## config.mk

```make
export PLATFORM = sky130hd
export DESIGN_NAME = dac_transmitter
export DESIGN_NICKNAME = d
export VERILOG_FILES = /design/src/rtl/dac_transmitter_pkg.sv /design/src/rtl/dac_transmitter.sv
export SDC_FILE = /design/constraint.sdc
export NUM_CORES = 1
export LEC_CHECK = 0
export ABC_AREA = 1
export CORE_MARGIN = 2
export CORE_UTILIZATION = 43
export CTS_BUF_LIST = sky130_fd_sc_hd__clkbuf_8
export DETAILED_ROUTE_END_ITERATION = 7
export GPL_ROUTABILITY_DRIVEN = 0
export HOLD_SLACK_MARGIN = 0.02
export MAX_ROUTING_LAYER = met4
export PLACE_DENSITY = 0.72
export SLEW_MARGIN = 20
export SYNTH_ARGS = -nofsm -noshare
export SYNTH_HDL_FRONTEND = slang
export SYNTH_SLANG_ARGS = --single-unit
```

## constraint.sdc

```tcl
create_clock -name clk -period 2.7 [get_ports clk]
set_clock_uncertainty 0.1 [all_clocks]
set_input_delay 0.54 -clock clk [delete_from_list [all_inputs] [get_ports clk]]
set_output_delay 0.54 -clock clk [all_outputs]
set_load 0.005 [all_outputs]
```

## src/rtl/dac_transmitter_pkg.sv

```systemverilog
// Shared audio constants for the DAC serial transmitter.
// Sample width and rate of the stereo audio path.
package dac_transmitter_pkg;
  localparam int SAMPLE_WIDTH = 24;
  localparam int SAMPLE_RATE = 48000;
  localparam int BIT_CLK_HZ = SAMPLE_RATE * 2 * SAMPLE_WIDTH;
endpackage

```

## src/rtl/dac_transmitter.sv

```systemverilog
// I2S transmitter: serialises a stereo sample pair per frame.
// One slot per clk, one-slot data delay, MSB first.
module dac_transmitter
  import dac_transmitter_pkg::*;
#(
  parameter int WIDTH = SAMPLE_WIDTH
) (
  input  logic             clk,
  input  logic             rst,
  input  logic             enable,
  input  logic [WIDTH-1:0] left_data,
  input  logic [WIDTH-1:0] right_data,
  output logic             sclk,
  output logic             lrclk,
  output logic             sd
);

  localparam int FRAME = 2 * WIDTH;
  localparam int CW = $clog2(FRAME);
  localparam logic [CW-1:0] LAST = CW'(FRAME - 1);
  localparam logic [CW-1:0] HALF = CW'(WIDTH);

  logic [CW-1:0]    cnt;
  logic [CW-1:0]    cnt_nxt;
  logic [FRAME-1:0] sr;
  logic             en_q;
  logic             wrap;

  // Next slot index, wrapping at the end of the frame.
  always_comb begin
    wrap = (cnt == LAST);
    cnt_nxt = wrap ? '0 : cnt + 1'b1;
  end

  // Slot counter, word select and the serial shift path.
  always_ff @(posedge clk) begin
    if (rst || !enable) begin
      cnt   <= LAST;
      lrclk <= 1'b1;
      sd    <= 1'b0;
      sr    <= '0;
    end else begin
      cnt   <= cnt_nxt;
      lrclk <= (cnt_nxt >= HALF);
      sd    <= sr[FRAME-1];
      sr    <= wrap ? {left_data, right_data}
                    : {sr[FRAME-2:0], 1'b0};
    end
  end

  // Registered enable gates the forwarded bit clock.
  always_ff @(posedge clk) begin
    en_q <= enable & ~rst;
  end

  // en_q changes while ~clk falls low, so the gate cannot glitch.
  assign sclk = en_q & ~clk;

endmodule

```

==> metrics.cfg, run 1 <==
[grt]
grt_pass1_vias = 1596
antenna_found_initial = 0
track_usage = 0.176
grt_max_degree = 51
grt-ovfl-total = 0
grt_pass1_wl_um = 6620

[drt]
drc = 0
finalWirelength_um = 4160
vias = 1772
wire_per_inst_um = 11.1
ant_nets = 0
dr.pass1.iters = 4
drt_iter0_drc = 99
vias_per_cell = 4.75

[cells_and_area]
layout-drive-gt1-share = 0.107
design_area_um2 = 2850
final_nets = 367
insertedDiodeCount = 0
area_growth_pct = 38.8
stdcell_count = 373

[cts]
cts_resized = 1
clkLatencyLatePin_ns = 0.43
holdBufCountCts = 0
tritoncts = yes
post_cts_buffers = 0
clk_pin_slew_worst_paths_ns = 0.06

[synth]
synth_top_area_cell = dfxtp_1
synth_area_leaders = dfxtp_1 56%, nor2_1 17%, o21ai_0 12%
avgSynthCellArea_um2 = 7.93
ys_types = 19
ys.warnings.count = 0
synth_seq_area_share = 0.556
synth-async-reset-ratio = 0
yosys-top-cells-count = 95 x nor2_1, 57 x dfxtp_1, 50 x o21ai_0
synth_edf_count = 0
ys_seq_elements = 57
synthCells = 259
synth_area_um2 = 2050
synth_most_common_cell = nor2_1
syn_nets = 312
ys.flop_type = dfxtp_1
synth_top_cell_area_share = 0.556

[sta]
timing.slew.headroom = 0.427
hold_violations = 0
report.final.setup_viol = 0
tightest_slew_ns = 0.860
rsz0062_at_grt = false
setup-tns-final_ns = 0
maxSlewViolCount = 0

[power_and_ir_drop]
pwr_density_cell_nw_per_um2 = 755
peakVddDrop_mv = 0.394
p_leak_nw = 1.24

[floorplanning]
die_w_um = 73.1
num_io_pins = 54
core.rowCount = 25
core_um2 = 4660
start_util = 0.441
dieArea_um2 = 5340
die_h_um = 73.1

[setup_path]
critPathArrivalTime_ns = 1.90
crit_chain = clkbuf_8, clkbuf_8, nor2_1, dlygate4sd2_1
required_ns = 2.06
cp_common_cell = clkbuf_8
critPathSlowestCell = dlygate4sd2_1
slowest_delay_ns = 0.23
worst-path-buf-inv = 3
crit_type = clock port to primary output
crit_family = buffers and inverters
crit_path_end_kind = primary output
path_max_fanout = 2
worstSetupStartpointType = clock port

[place]
portBuffers = 53
dpl_cell_area_um2 = 2600
dp_cells = 354
dp_hpwl_um = 2560

[job]
cap_viol_max_count = 0

[run_status]
status = finished, final reports clean

[hold_path]
holdCritPathClass = flip-flop to flip-flop

[report_power, final]
group / internal (mW) / total [mW] / switching, mW / leakage [nW]
combinational: 0.129 / 0.299 / 0.170 / 0.632
clock: 0.592 / 0.926 / 0.333 / 0.146
sequential: 0.905 / 0.927 / 0.0214 / 0.466
total: 1.63 / 2.15 / 0.525 / 1.24
[worst min-delay path: stages, from the launching register on]
cell	delay, ns
dfxtp_1	0.29
inv_1	0.04
nor2_1	0.04
[metal layers]
layer	share of wire	global-route usage
met1	0.46	0.188
met5	0	-
met4	0.022	0.109
met2	0.46	0.259
met3	0.055	0.0884
[kinds of logic after synthesis]
group                      Yosys count  share of synthesized area
AOI/OAI and AO/OA                   51                      0.126
adders and majority gates            2                     0.0122
buffers and inverters               26                     0.0585
DFF                                 57                      0.556
and+or+nand+nor                    123                      0.248
[cells in the final DEF, fill, tap and decap left out]
cell type	count
inv_1	12
nor2_2	9
bufinv_16	1
buf_4	3
clkdlybuf4s50_1	52
nand3_1	4
or2_2	1
dlygate4sd2_1	1
o21bai_1	1
ha_1	2
nand3_2	1
clkinv_2	1
nor3_1	1
nor2_4	2
dfxtp_1	57
nand4_1	1
inv_2	1
o21ai_0	50
nor2_1	94
nand2_1	10
clkbuf_8	15
[layout make-up]
type                            instances  area, um2
Sequential cell                        57       1140
Clock buffer                           16        215
Multi-Input combinational cell        176        800
Inverter                               11       41.3
Clock inverter                          4       42.5
Fill cell                             423       1810
Tap cell                               54       67.6
Timing Repair Buffer                   55        543
[flip-flops by register name, indices dropped and copies added (netlist names)]
name / flops
sr: 48
cnt: 6
en_q: 1
lrclk: 1
sd: 1
[metrics by stage]
stage | setup WS [ns] | power, mW | utilization | hold slack, ns
final | 0.164 | 2.15 | 0.612 | 0.310
after global routing | 0.0948 | 2.26 | 0.612 | 0.360
after detailed placement | 0.146 | 1.25 | 0.558 | 0.311
after global placement | 0.146 | 1.25 | 0.558 | 0.302
after floorplan | 0.604 | 1.14 | - | 0.294
after CTS | 0.146 | 2.17 | 0.612 | 0.314
[path summary, 6_finish.rpt]
check             slack, ns    from  endpoint  cells after the start
setup reg to reg       0.82  cnt[0]     lrclk                      6
hold reg to reg        0.31  sr[47]        sd                      2
setup / recovery       0.16     clk      sclk                      4
hold / removal         0.31  sr[47]        sd                      2
(Power assumes the default switching activity.)
==> inputs of run 2 (changes only) <==
--- a/config.mk
+++ b/config.mk
@@ -14,7 +14,7 @@
 export HOLD_SLACK_MARGIN = 0.02
 export MAX_ROUTING_LAYER = met4
 export PLACE_DENSITY = 0.72
-export SLEW_MARGIN = 20
+export SLEW_MARGIN = 15
 export SYNTH_ARGS = -nofsm -noshare
 export SYNTH_HDL_FRONTEND = slang
 export SYNTH_SLANG_ARGS = --single-unit
==> results of run 2 <==
No change in the layout: final DEF, timing and power equal those of run 1.
==> inputs of run 3 (changes only) <==
--- a/config.mk
+++ b/config.mk
@@ -11,10 +11,9 @@
 export CTS_BUF_LIST = sky130_fd_sc_hd__clkbuf_8
 export DETAILED_ROUTE_END_ITERATION = 7
 export GPL_ROUTABILITY_DRIVEN = 0
-export HOLD_SLACK_MARGIN = 0.02
 export MAX_ROUTING_LAYER = met4
 export PLACE_DENSITY = 0.72
-export SLEW_MARGIN = 15
+export SLEW_MARGIN = 40
 export SYNTH_ARGS = -nofsm -noshare
 export SYNTH_HDL_FRONTEND = slang
 export SYNTH_SLANG_ARGS = --single-unit
==> run 3 against run 2 <==
Clock-buffer cell count stayed put. Clock power hardly changed. Sequential power hardly changed. Critical path type unchanged. Largest cell class unchanged. Total power hardly changed. Wire length is 0.12% lower.
==> metrics.cfg, run 3 (synthesis results as in run 1) <==
[run_status]
status = finished, final reports clean  ; unchanged

[setup_path]
crit_path_end_kind = primary output  ; unchanged
required_ns = 2.06  ; about the same
path_max_fanout = 2  ; unchanged
worstSetupStartpointType = clock port  ; unchanged
critPathArrivalTime_ns = 1.90  ; about the same
crit_chain = clkbuf_8, clkbuf_8, nor2_1, dlygate4sd2_1  ; unchanged
slowest_delay_ns = 0.23  ; about the same
cp_common_cell = clkbuf_8  ; unchanged
crit_type = clock port to primary output  ; unchanged
critPathSlowestCell = dlygate4sd2_1  ; unchanged

[grt]
grt.busiest_layer = met2  ; unchanged
grt_pass1_wl_um = 6620  ; unchanged
grt-ovfl-total = 0  ; unchanged
antenna_found_initial = 0  ; unchanged
grt_max_degree = 51  ; unchanged
grt_util_met1 = 0.188  ; unchanged
use_met2 = 0.259  ; unchanged
track_usage = 0.176  ; unchanged
grt_use_met3 = 0.0884  ; unchanged
grt_pass1_vias = 1596  ; unchanged

[power_and_ir_drop]
pwr_density_cell_nw_per_um2 = 754  ; was 755 nW/um2
p_switching_uw = 523  ; was 525 uW
sequentialPowerShare = 0.431  ; about the same
peakVddDrop_mv = 0.394  ; about the same
p_clk_frac = 0.430  ; about the same
p_leak_nw = 1.24  ; about the same
p_int_mw = 1.63  ; about the same
swShare = 0.243  ; was 0.244
combPwrFrac = 0.139  ; about the same

[drt]
drc = 0  ; unchanged
ant_nets = 0  ; unchanged
vias_per_cell = 4.69  ; was 4.75
drt_iter0_drc = 99  ; unchanged
vias = 1751  ; was 1772
dr.pass1.iters = 4  ; unchanged
wire_per_inst_um = 11.1  ; about the same
finalWirelength_um = 4150  ; was 4160 um

[cells_and_area]
stdcell_count = 373  ; unchanged
largestRegisters = sr x48, cnt x6  ; unchanged
top_register = sr  ; unchanged
layout.cells.most_common_list = 94 x nor2_1, 57 x dfxtp_1, 52 x clkdlybuf4s50_1  ; unchanged
area_growth_pct = 38.9  ; was 38.8%
insertedDiodeCount = 0  ; unchanged
largest_register_ffs = 48  ; unchanged
fin_util = 0.612  ; about the same
layout-drive-gt1-share = 0.107  ; unchanged
layout_commonest_cell = nor2_1  ; unchanged
final_nets = 367  ; unchanged

[floorplanning]
dieArea_um2 = 5340  ; unchanged
start_util = 0.441  ; unchanged
core_um2 = 4660  ; unchanged
num_io_pins = 54  ; unchanged
core.rowCount = 25  ; unchanged
die_w_um = 73.1  ; unchanged
die_h_um = 73.1  ; unchanged

[cts]
tritoncts = yes  ; unchanged
clkLatencyLatePin_ns = 0.43  ; about the same
clk_pin_slew_worst_paths_ns = 0.06  ; about the same

[sta]
rsz0062_at_grt = false  ; unchanged
tightest_slew_ns = 0.661  ; was 0.860 ns
report.final.setup_viol = 0  ; unchanged
maxSlewViolCount = 0  ; unchanged
timing.slew.headroom = 0.559  ; was 0.427
hold_violations = 0  ; unchanged
setup-tns-final_ns = 0  ; unchanged

[job]
cap_viol_max_count = 0  ; unchanged

[place]
dp_hpwl_um = 2560  ; unchanged
dp_cells = 354  ; unchanged
portBuffers = 53  ; unchanged

[hold_path]
holdCritPathClass = flip-flop to flip-flop  ; unchanged

## run 3: cell types whose count changed in the layout (fill, tap and decap cells not counted), sizes merged
cell    previous run  this run
clkinv             1         2
inv               13        12
## run 3: path summary, 6_finish.rpt
kind	start	end	slack, ns	cells after the start
worst max register to register	cnt[0]	lrclk	0.64	6
worst max-delay path	clk	sclk	0.16	4
worst min register to register	sr[47]	sd	0.31	2
worst min-delay path	sr[47]	sd	0.31	2
## run 3: metal layers
layer | routed length [um] | share of wire
met1 | 1890 | 0.46
met2 | 1940 | 0.47
met3 | 233 | 0.056
met4 | 89 | 0.021
met5 | 0 | 0
## run 3: what timing repair did
| action | CTS | global route |
|---|---|---|
| buffers inserted | 0 | 0 |
| hold buffers | 0 | 0 |
| setup endpoints to repair | 1 | 0 |
| resized for setup | 1 | 0 |
## run 3: critical path, delay by kind of cell
| kind | cells | cell delay [ns] |
|---|---|---|
| buffers and inverters | 3 | 0.46 |
| AND/OR/NAND/NOR | 1 | 0.09 |
## run 3: through the flow
step	total power [mW]	area, um2	setup slack [ns]	hold WS (ns)
final	2.15	2850	0.164	0.312
after global routing	2.26	2850	0.0948	0.360
after CTS	2.17	2850	0.146	0.314
after detailed placement	1.25	2600	0.146	0.311
after global placement	1.25	2600	0.146	0.302
after floorplan	1.14	2050	0.604	0.294
## run 3: power by group through the flow
stage / Sequential (mW) / Clock, mW / Combinational, mW
2_1_floorplan: 0.938 / 0.00291 / 0.197
3_5_place_dp: 0.944 / 0.0106 / 0.300
4_1_cts: 0.926 / 0.942 / 0.302
6_report: 0.927 / 0.924 / 0.299
5_1_grt: 0.932 / 0.987 / 0.341
3_3_place_gp: 0.943 / 0.0106 / 0.294
## run 3: layout make-up
cell class	instances	area [um2]
Inverter	11	42.5
Fill cell	422	1810
Multi-Input combinational cell	176	800
Tap cell	54	67.6
Sequential cell	57	1140
Clock buffer	16	215
Clock inverter	4	42.5
Timing Repair Buffer	55	543
